$ cat src/rtl/dot_result_bcd_conv_if.sv
// ---------------------------------------------------------------------------
// dot_result_bcd_conv_if
// Connects the dot-product MAC result to the binary-to-BCD converter.
// The master side (accumulator/sequencer) raises a conversion request.
// The slave side (the converter) returns the decimal digits and status.
//
//   start    : master -> slave, conversion request, level-sampled each clock
//   bin      : master -> slave, IN_W-bit unsigned value to convert
//   oflo_in  : master -> slave, MAC overflow flag, captured together with bin
//   busy     : slave -> master, high while a conversion is in flight
//   done     : slave -> master, one-cycle pulse when the results update
//   bcd      : slave -> master, DIGITS packed BCD digits, digit 0 in bits [3:0]
//   blank    : slave -> master, leading-zero mask, bit i covers digit i
//   oflo_out : slave -> master, overflow flag belonging to the current bcd
// ---------------------------------------------------------------------------
interface dot_result_bcd_conv_if #(
   parameter int IN_W   = 16,
   parameter int DIGITS = 5
);
   logic                  start;
   logic [IN_W-1:0]       bin;
   logic                  oflo_in;
   logic                  busy;
   logic                  done;
   logic [4*DIGITS-1:0]   bcd;
   logic [DIGITS-1:0]     blank;
   logic                  oflo_out;

   modport master (
      output start, bin, oflo_in,
      input  busy, done, bcd, blank, oflo_out
   );

   modport slave (
      input  start, bin, oflo_in,
      output busy, done, bcd, blank, oflo_out
   );
endinterface

$ cat src/rtl/dot_result_bcd_conv.sv
// ---------------------------------------------------------------------------
// dot_result_bcd_conv
// Sequential double-dabble binary-to-BCD converter. It sits between the MAC
// accumulator and the seven-segment controller, so the dot product can be
// shown in decimal. One input bit is consumed per clock. The results appear
// IN_W clocks after the accepting edge, and they are flagged by a one-cycle
// done pulse.
//
// Ports:
//   clk   : system clock, rising edge
//   rst_n : asynchronous active-low reset
//   bus   : slave modport of dot_result_bcd_conv_if
//           inputs:  start, bin, oflo_in
//           outputs: busy, done, bcd, blank, oflo_out
// ---------------------------------------------------------------------------
module dot_result_bcd_conv #(
   parameter int IN_W   = 16,
   parameter int DIGITS = 5
) (
   input  logic                    clk,
   input  logic                    rst_n,
   dot_result_bcd_conv_if.slave    bus
);

   localparam int CNT_W = $clog2(IN_W + 1);
   localparam int BCD_W = 4 * DIGITS;
   // Every digit except digit 0 is blanked while the displayed value is zero.
   localparam logic [DIGITS-1:0] BLANK_RST = {{(DIGITS-1){1'b1}}, 1'b0};

   typedef enum logic {
      IDLE,
      SHIFT
   } state_t;

   state_t              state;
   logic [CNT_W-1:0]    cnt;
   logic [IN_W-1:0]     shift_q;
   logic [BCD_W-1:0]    work_q;
   logic                oflo_hold;

   logic                busy_q;
   logic                done_q;
   logic [BCD_W-1:0]    bcd_q;
   logic [DIGITS-1:0]   blank_q;
   logic                oflo_out_q;

   logic [BCD_W-1:0]    work_adj;
   logic [BCD_W-1:0]    work_nxt;
   logic [IN_W-1:0]     shift_nxt;
   logic [DIGITS-1:0]   blank_nxt;
   logic                zero_run;

   // This block computes one double-dabble iteration: first the per-digit +3
   // correction, then the one-bit shift. It also computes the blank mask for
   // the result of that iteration. The mask is only used at the last
   // iteration.
   always_comb begin
      // NOTE: every signal gets a default before any conditional assignment,
      // so no path leaves a value unassigned and no latch is inferred.
      work_adj  = work_q;
      blank_nxt = '0;
      zero_run  = 1'b1;
      for (int i = 0; i < DIGITS; i++) begin
         if (work_q[4*i +: 4] >= 4'd5) begin
            // A 4-bit add. It never carries out, because a digit of at most
            // 9 plus 3 is at most 12.
            work_adj[4*i +: 4] = work_q[4*i +: 4] + 4'd3;
         end
      end
      work_nxt  = {work_adj[BCD_W-2:0], shift_q[IN_W-1]};
      shift_nxt = {shift_q[IN_W-2:0], 1'b0};
      // Scan from the most significant digit downwards. Digit i is a leading
      // zero when it and every digit above it are zero. Digit 0 is never
      // blanked.
      for (int i = DIGITS - 1; i > 0; i--) begin
         zero_run     = zero_run && (work_nxt[4*i +: 4] == 4'd0);
         blank_nxt[i] = zero_run;
      end
   end

   // NOTE: all state is updated with non-blocking assignments. Every register
   // therefore samples values from before the edge, whatever the statement
   // order.
   always_ff @(posedge clk or negedge rst_n) begin
      if (!rst_n) begin
         state      <= IDLE;
         cnt        <= '0;
         shift_q    <= '0;
         work_q     <= '0;
         oflo_hold  <= 1'b0;
         busy_q     <= 1'b0;
         done_q     <= 1'b0;
         bcd_q      <= '0;
         blank_q    <= BLANK_RST;
         oflo_out_q <= 1'b0;
      end else begin
         done_q <= 1'b0;
         case (state)
            IDLE: begin
               if (bus.start) begin
                  shift_q   <= bus.bin;
                  oflo_hold <= bus.oflo_in;
                  work_q    <= '0;
                  cnt       <= '0;
                  busy_q    <= 1'b1;
                  state     <= SHIFT;
               end
            end
            SHIFT: begin
               work_q  <= work_nxt;
               shift_q <= shift_nxt;
               cnt     <= cnt + 1'b1;
               if (cnt == CNT_W'(IN_W - 1)) begin
                  // Last iteration. The visible outputs change only here,
                  // so they never show a partial result.
                  bcd_q      <= work_nxt;
                  blank_q    <= blank_nxt;
                  oflo_out_q <= oflo_hold;
                  done_q     <= 1'b1;
                  busy_q     <= 1'b0;
                  state      <= IDLE;
               end
            end
            default: state <= IDLE;
         endcase
      end
   end

   assign bus.busy     = busy_q;
   assign bus.done     = done_q;
   assign bus.bcd      = bcd_q;
   assign bus.blank    = blank_q;
   assign bus.oflo_out = oflo_out_q;

endmodule
$ cat src/flat_wrapper.sv
// flat-port wrapper written by rule: the top's interface ports become plain ports
module dot_result_bcd_conv_flat 
#(
   parameter int IN_W   = 16,
   parameter int DIGITS = 5
)
  (clk, rst_n, bus_start, bus_bin, bus_oflo_in, bus_busy, bus_done, bus_bcd, bus_blank, bus_oflo_out);
  dot_result_bcd_conv_if #(.IN_W(IN_W), .DIGITS(DIGITS)) bus_i ();
  input  logic clk;
  input  logic rst_n;
  input wire logic [$bits(bus_i.start)-1:0] bus_start;
  input wire logic [$bits(bus_i.bin)-1:0] bus_bin;
  input wire logic [$bits(bus_i.oflo_in)-1:0] bus_oflo_in;
  output wire logic [$bits(bus_i.busy)-1:0] bus_busy;
  output wire logic [$bits(bus_i.done)-1:0] bus_done;
  output wire logic [$bits(bus_i.bcd)-1:0] bus_bcd;
  output wire logic [$bits(bus_i.blank)-1:0] bus_blank;
  output wire logic [$bits(bus_i.oflo_out)-1:0] bus_oflo_out;
  assign bus_i.start = bus_start;
  assign bus_i.bin = bus_bin;
  assign bus_i.oflo_in = bus_oflo_in;
  assign bus_busy = bus_i.busy;
  assign bus_done = bus_i.done;
  assign bus_bcd = bus_i.bcd;
  assign bus_blank = bus_i.blank;
  assign bus_oflo_out = bus_i.oflo_out;
  dot_result_bcd_conv #(.IN_W(IN_W), .DIGITS(DIGITS)) u_core (.clk(clk), .rst_n(rst_n), .bus(bus_i));
endmodule
$ cat config.mk
export PLATFORM = sky130hd
export DESIGN_NAME = dot_result_bcd_conv_flat
export DESIGN_NICKNAME = d
export VERILOG_FILES = /design/src/rtl/dot_result_bcd_conv_if.sv /design/src/rtl/dot_result_bcd_conv.sv /design/src/flat_wrapper.sv
export SDC_FILE = /design/constraint.sdc
export NUM_CORES = 1
export LEC_CHECK = 0
export ABC_AREA = 1
export BUFFER_PORTS_ARGS = -buffer_cell sky130_fd_sc_hd__buf_2
export CAP_MARGIN = 40
export CORE_UTILIZATION = 51
export DETAILED_ROUTE_END_ITERATION = 16
export PLACE_DENSITY = 0.84
export SYNTH_ARGS = -nofsm -noshare
export SYNTH_HDL_FRONTEND = slang
export SYNTH_SLANG_ARGS = --single-unit
$ cat constraint.sdc
create_clock -name clk -period 1.6 [get_ports clk]
set_clock_uncertainty 0.1 [all_clocks]
set_input_delay 0.08 -clock clk [delete_from_list [all_inputs] [get_ports clk]]
set_output_delay 0.08 -clock clk [all_outputs]
set_load 0.01 [all_outputs]
Word-level counts from Yosys, hierarchy flattened. Index checks and enable logic that the tools add are counted.

Bits in registers: 70. Bits of input ports: 20. Output and inout port bits: 28. Logic and storage cells: 54.

$add $sub $neg: 6. Magnitude comparators: 5. Eq/ne operators: 3. Mux-type cells: 19. Bitwise gates (word level): 1. Reduce and logical (&&, ||, !) cells: 10.

Operators with widths (count): $pmux 20 s2 (1); $pmux 16 s2 (1); $ge 4x3->1 const B (5); $mux 20 (1); $add 4x2->4 const B (4); $logic_not 4->1 (4); $mux 16 (1); $mux 4 (4); $pmux 5 s2 (1); $mux 1 (6); $reduce_and 2->1 (3); $add 5x1->5 const B (1); $eq 5x4->1 const B (1); $mux 5 (1); $ne 2x2->1 const B (2); $pmux 1 s2 (2); $add 3x2->3 const B (1); $logic_and 1x1->1 (3); $mux 3 (1); $not 1->1 (1).

Depth between registers and ports, before layout.
Depth after elaboration: 6. Depth in mapped cells: 12. Mapped depth without buffers: 12.

Worst setup path before layout. No wires, ideal clock.

Path kind: register to register. Start: register u_core.cnt[0]. End: register u_core.bcd_q[10] (netlist: u_core.bus.bcd[10]). Library setup time: 83 ps. Data arrival time: 1465 ps. Data required time: 1417 ps. Setup slack: -48 ps. Stages on the path, launching flop included: 8. Buffers on the path: 1. Period minus slack after synthesis: 1648 ps. Path through: dfrtp_1 -> ha_1 -> and3_1 -> ha_1 -> nand2_2 -> buf_1 -> nand2_1 -> o21ai_0.

Cells in the longest elaborated chain, start to end: 2.

Ends and longest elaborated chain: start, declared (line dot_result_bcd_conv.sv:36) `logic [CNT_W-1:0] cnt;`; start signal, assigned (line dot_result_bcd_conv.sv:112) `cnt <= cnt + 1'b1;`; $eq 5x4->1 (line dot_result_bcd_conv.sv:113) `if (cnt == CNT_W'(IN_W - 1)) begin`; $reduce_and 2->1 (no line); end signal, assigned (line dot_result_bcd_conv.sv:116) `bcd_q <= work_nxt;`; end, declared (line dot_result_bcd_conv.sv:43) `logic [BCD_W-1:0] bcd_q;`.

No other way between the ends. A chain may end at the register's enable or synchronous reset.

Worst setup path after layout.
Start: register u_core.work_q[12]. End: register u_core.blank_q[1] (netlist: u_core.bus.blank[1]).

Cells in the longest elaborated chain, start to end: 6. Elaborated cells between the ends (all ways): 8. Those cells by class: add/sub (1); order compare (1); mux (1); reduce/logical (5).

Ends and longest elaborated chain: start, declared (line dot_result_bcd_conv.sv:38) `logic [BCD_W-1:0] work_q;`; start signal, assigned (line dot_result_bcd_conv.sv:110) `work_q <= work_nxt;`; $add 4x2->4 / $ge 4x3->1 (equally long branches) (line dot_result_bcd_conv.sv:67, dot_result_bcd_conv.sv:64); $mux 4 (*) (line dot_result_bcd_conv.sv:64) `if (work_q[4*i +: 4] >= 4'd5) begin`; $logic_not 4->1 (line dot_result_bcd_conv.sv:76) `zero_run = zero_run && (work_nxt[4*i +: 4] == 4'd0);`; $logic_and 1x1->1 (*) (3 in series) (line dot_result_bcd_conv.sv:76); end signal, assigned (line dot_result_bcd_conv.sv:117) `blank_q <= blank_nxt;`; end, declared (line dot_result_bcd_conv.sv:44) `logic [DIGITS-1:0] blank_q;`.

Mark *: on every way between the ends. The rest lies on a longest branch, timed or not.

==> impl_metrics.toml <==
[logic_synthesis]
ys_seq_elements = 70
synth-edff-count = 0
syn_nets = 405
syn-cell-area_mm2 = 0.00338
yosysWarnings = 0
postSynthCellCount = 373
synthArstFlopShare = 1.00
syn_avg_cell_area_um2 = 9.06
ys_seq_area_frac = 0.520
synth_ff_type = "dfrtp_1"
synth.distinct_cells = 37

[detailed_routing]
via_count = 3032
drtIter0Drc = 156
drt-pass1-iter-count = 4
wl_per_cell_um = 15.9
wirelength_um = 8830
drt.antenna.violating_nets = 0
drc = 0
via_per_inst = 5.46

[setup_path]
endpoint_kind = "flop"
crit_path_start = "u_core.work_q[12]$_DFFE_PN0P_"
worst_r2r_endpoint = "u_core.bus.blank[1]$_DFFE_PN1P_"
required_ns = 1.82
r2r-start = "u_core.work_q[12]$_DFFE_PN0P_"
startpoint_type = "flop"
path_class = "reg -> reg"
worst-path-max-fanout = 4
r2r_setup_slack_ns = -0.05
cp.arrival_ns = 1.87
r2r_cells = 10

[power]
power_w = 0.00967
power_leakage_nw = 2.29
ir_drop_v = 0.00165
powerDensity_mw_per_mm2 = 2080

[clock_tree]
cts_buffer_depth = 2
cts_tree = "done"
path_clk_slew_ns = 0.09
cts_inserted_buffers = 9
clk-insertion-delay-late_ns = 0.37
clock-sinks = 70
root_buffer = "clkbuf_8"
htreeDepth = 3

[min_path]
hold_class = "in -> reg"
hp-start = "bus_start"
min_to = "u_core.shift_q[2]$_DFFE_PN0P_"
worstHoldPathCells = 4

[job]
timing.max_cap.violations = 0

[global_route]
grt_overflow = 0
grt_max_degree = 35
grt_usage = 0.269
antenna_found_initial = 0
grt_pass1_wl_um = 14600
grt_pass1_vias = 3206

[placed_design]
placed_cell_area_mm2 = 0.00382
place_ws_ns = -0.0888
portBuffers = 46
place_congestion = 0.872
hpwl_um = 4950

[cells_and_area]
layout_common_cells = "91 x nand2_1, 64 x dfrtp_1, 46 x buf_2, 32 x inv_1, 32 x buf_4"
area_growth_pct = 37.5
seq_area_mm2 = 0.00176
final_area_mm2 = 0.00465
nets = 505
final_common_cell = "nand2_1"
diodes = 0
multi_input_area_mm2 = 0.00158
fillers = 439
layout-drive-gt1-share = 0.395

[timing]
fmax_mhz = 605
hold_violations = 0
fin_crit_ns = 1.65
timing.hold.ws_ns = 0.0936
fin_crit_sh = 1.03
drv_slew = 0
grt_setup_unrepaired = "true"
worst_slack_ns = -0.0519
finalSetupViolCount = 7

[run_status]
status = "finished, violations left"
violations = "setup timing"

[floorplan]
dieWidth_um = 83.4
row_count = 29
design.core.area_mm2 = 0.00639
design.die.area_mm2 = 0.00696
io_pins = 48
dieHeight_um = 83.4
start_util = 0.529
-- flip-flops by register name (all words and copies together) (netlist names) --
signal               cells
u_core.bus.blank         4
u_core.cnt               5
u_core.bus.busy          1
u_core.bus.bcd          20
u_core.state             1
u_core.bus.done          1
u_core.shift_q          16
u_core.work_q           20
u_core.bus.oflo_out      1
u_core.oflo_hold         1
-- final cells by class --
class / count / area share
multi-input combinational: 240 / 0.339
tap: 77 / 0.0207
timing repair buffer: 103 / 0.171
sequential: 70 / 0.379
clock inverter: 7 / 0.0221
inverter: 49 / 0.0420
clock buffer: 9 / 0.0267
-- worst max path at each step --
stage                                      endpoint  cells after the start
global placement      u_core.bus.bcd[1]$_DFFE_PN0P_                      6
finish              u_core.bus.blank[1]$_DFFE_PN1P_                     10
floorplan            u_core.bus.bcd[14]$_DFFE_PN0P_                      6
detailed placement  u_core.bus.blank[1]$_DFFE_PN1P_                     12
global route        u_core.bus.blank[1]$_DFFE_PN1P_                     12
CTS                 u_core.bus.blank[1]$_DFFE_PN1P_                     10
-- power by group --
group	switching (W)	internal, W	total [W]	leakage (nW)
Sequential	0.000519	0.00251	0.00302	0.883
Combinational	0.00284	0.00216	0.00499	1.29
Clock	0.000752	0.000896	0.00165	0.111
Total	0.00411	0.00556	0.00967	2.29
-- cells in the mapped netlist (2+ instances only) --
master,count,area [µm²]
o21ai_1,7,35.0
buf_2,5,25.0
inv_2,6,22.5
o21ai_0,28,140
dfstp_2,4,105
nand2_1,103,387
a21oi_1,2,10.0
o22ai_1,11,68.8
buf_6,2,22.5
o22ai_2,8,100
nor2_4,2,22.5
ha_1,12,150
a22oi_1,3,22.5
dfrtp_1,66,1650
inv_1,42,158
and2_1,2,12.5
nand3_1,9,45.0
nor2_2,5,31.3
clkbuf_1,3,11.3
nand4_1,5,31.3
buf_4,2,15.0
nand2_2,9,56.3
o221ai_1,5,43.8
nor2_1,12,45.0
o211ai_1,8,60.1
-- what timing repair did --
| item | CTS | global route |
|---|---|---|
| setup endpoints to repair | 15 | 27 |
| gates resized for setup | 32 | 47 |
| hold buffers | 18 | 0 |
| cloned | 1 | 1 |
| buffers inserted | 8 | 9 |
| hold endpoints to repair | 83 | 0 |
| pin swaps | 16 | 23 |
-- logic make-up (layout without fill, tap and decap cells) --
group | after synthesis | count (layout) | share of synthesized area
flops | 70 | 70 | 0.520
simple gates | 151 | 151 | 0.198
fa+ha+maj | 12 | 12 | 0.0444
xor+xnor | 2 | 2 | 0.00740
other cells | 1 | 1 | 0.00111
compound gates | 74 | 74 | 0.147
buf+inv | 63 | 168 | 0.0822
-- stage by stage --
step	util	cells	setup TNS, ns
5_1_grt	0.728	555	-0.947
4_1_cts	0.693	545	-0.0220
3_5_place_dp	0.598	502	-0.216
2_1_floorplan	-	373	0
3_3_place_gp	0.598	502	0
6_report	0.728	555	-0.166
-- layer usage --
metal / vias to the layer above / GRT usage / share of wire
met1: 1478 / 0.302 / 0.39
met3: 29 / 0.0606 / 0.046
met2: 108 / 0.487 / 0.53
met5: - / 0 / 0
li1: 1417 / - / -
met4: 0 / 0.119 / 0.033
-- critical path: stages, from the launching register on --
cell and delay (ns):
dfrtp_1 0.43, ha_1 0.22, nand2_2 0.12, nand3_4 0.10
nand2_2 0.08, nand2_2 0.06, nor2_2 0.13, nand2_2 0.07
nor2_4 0.14, nand3_2 0.08, nand2_1 0.07
(Power assumes the default switching activity.)
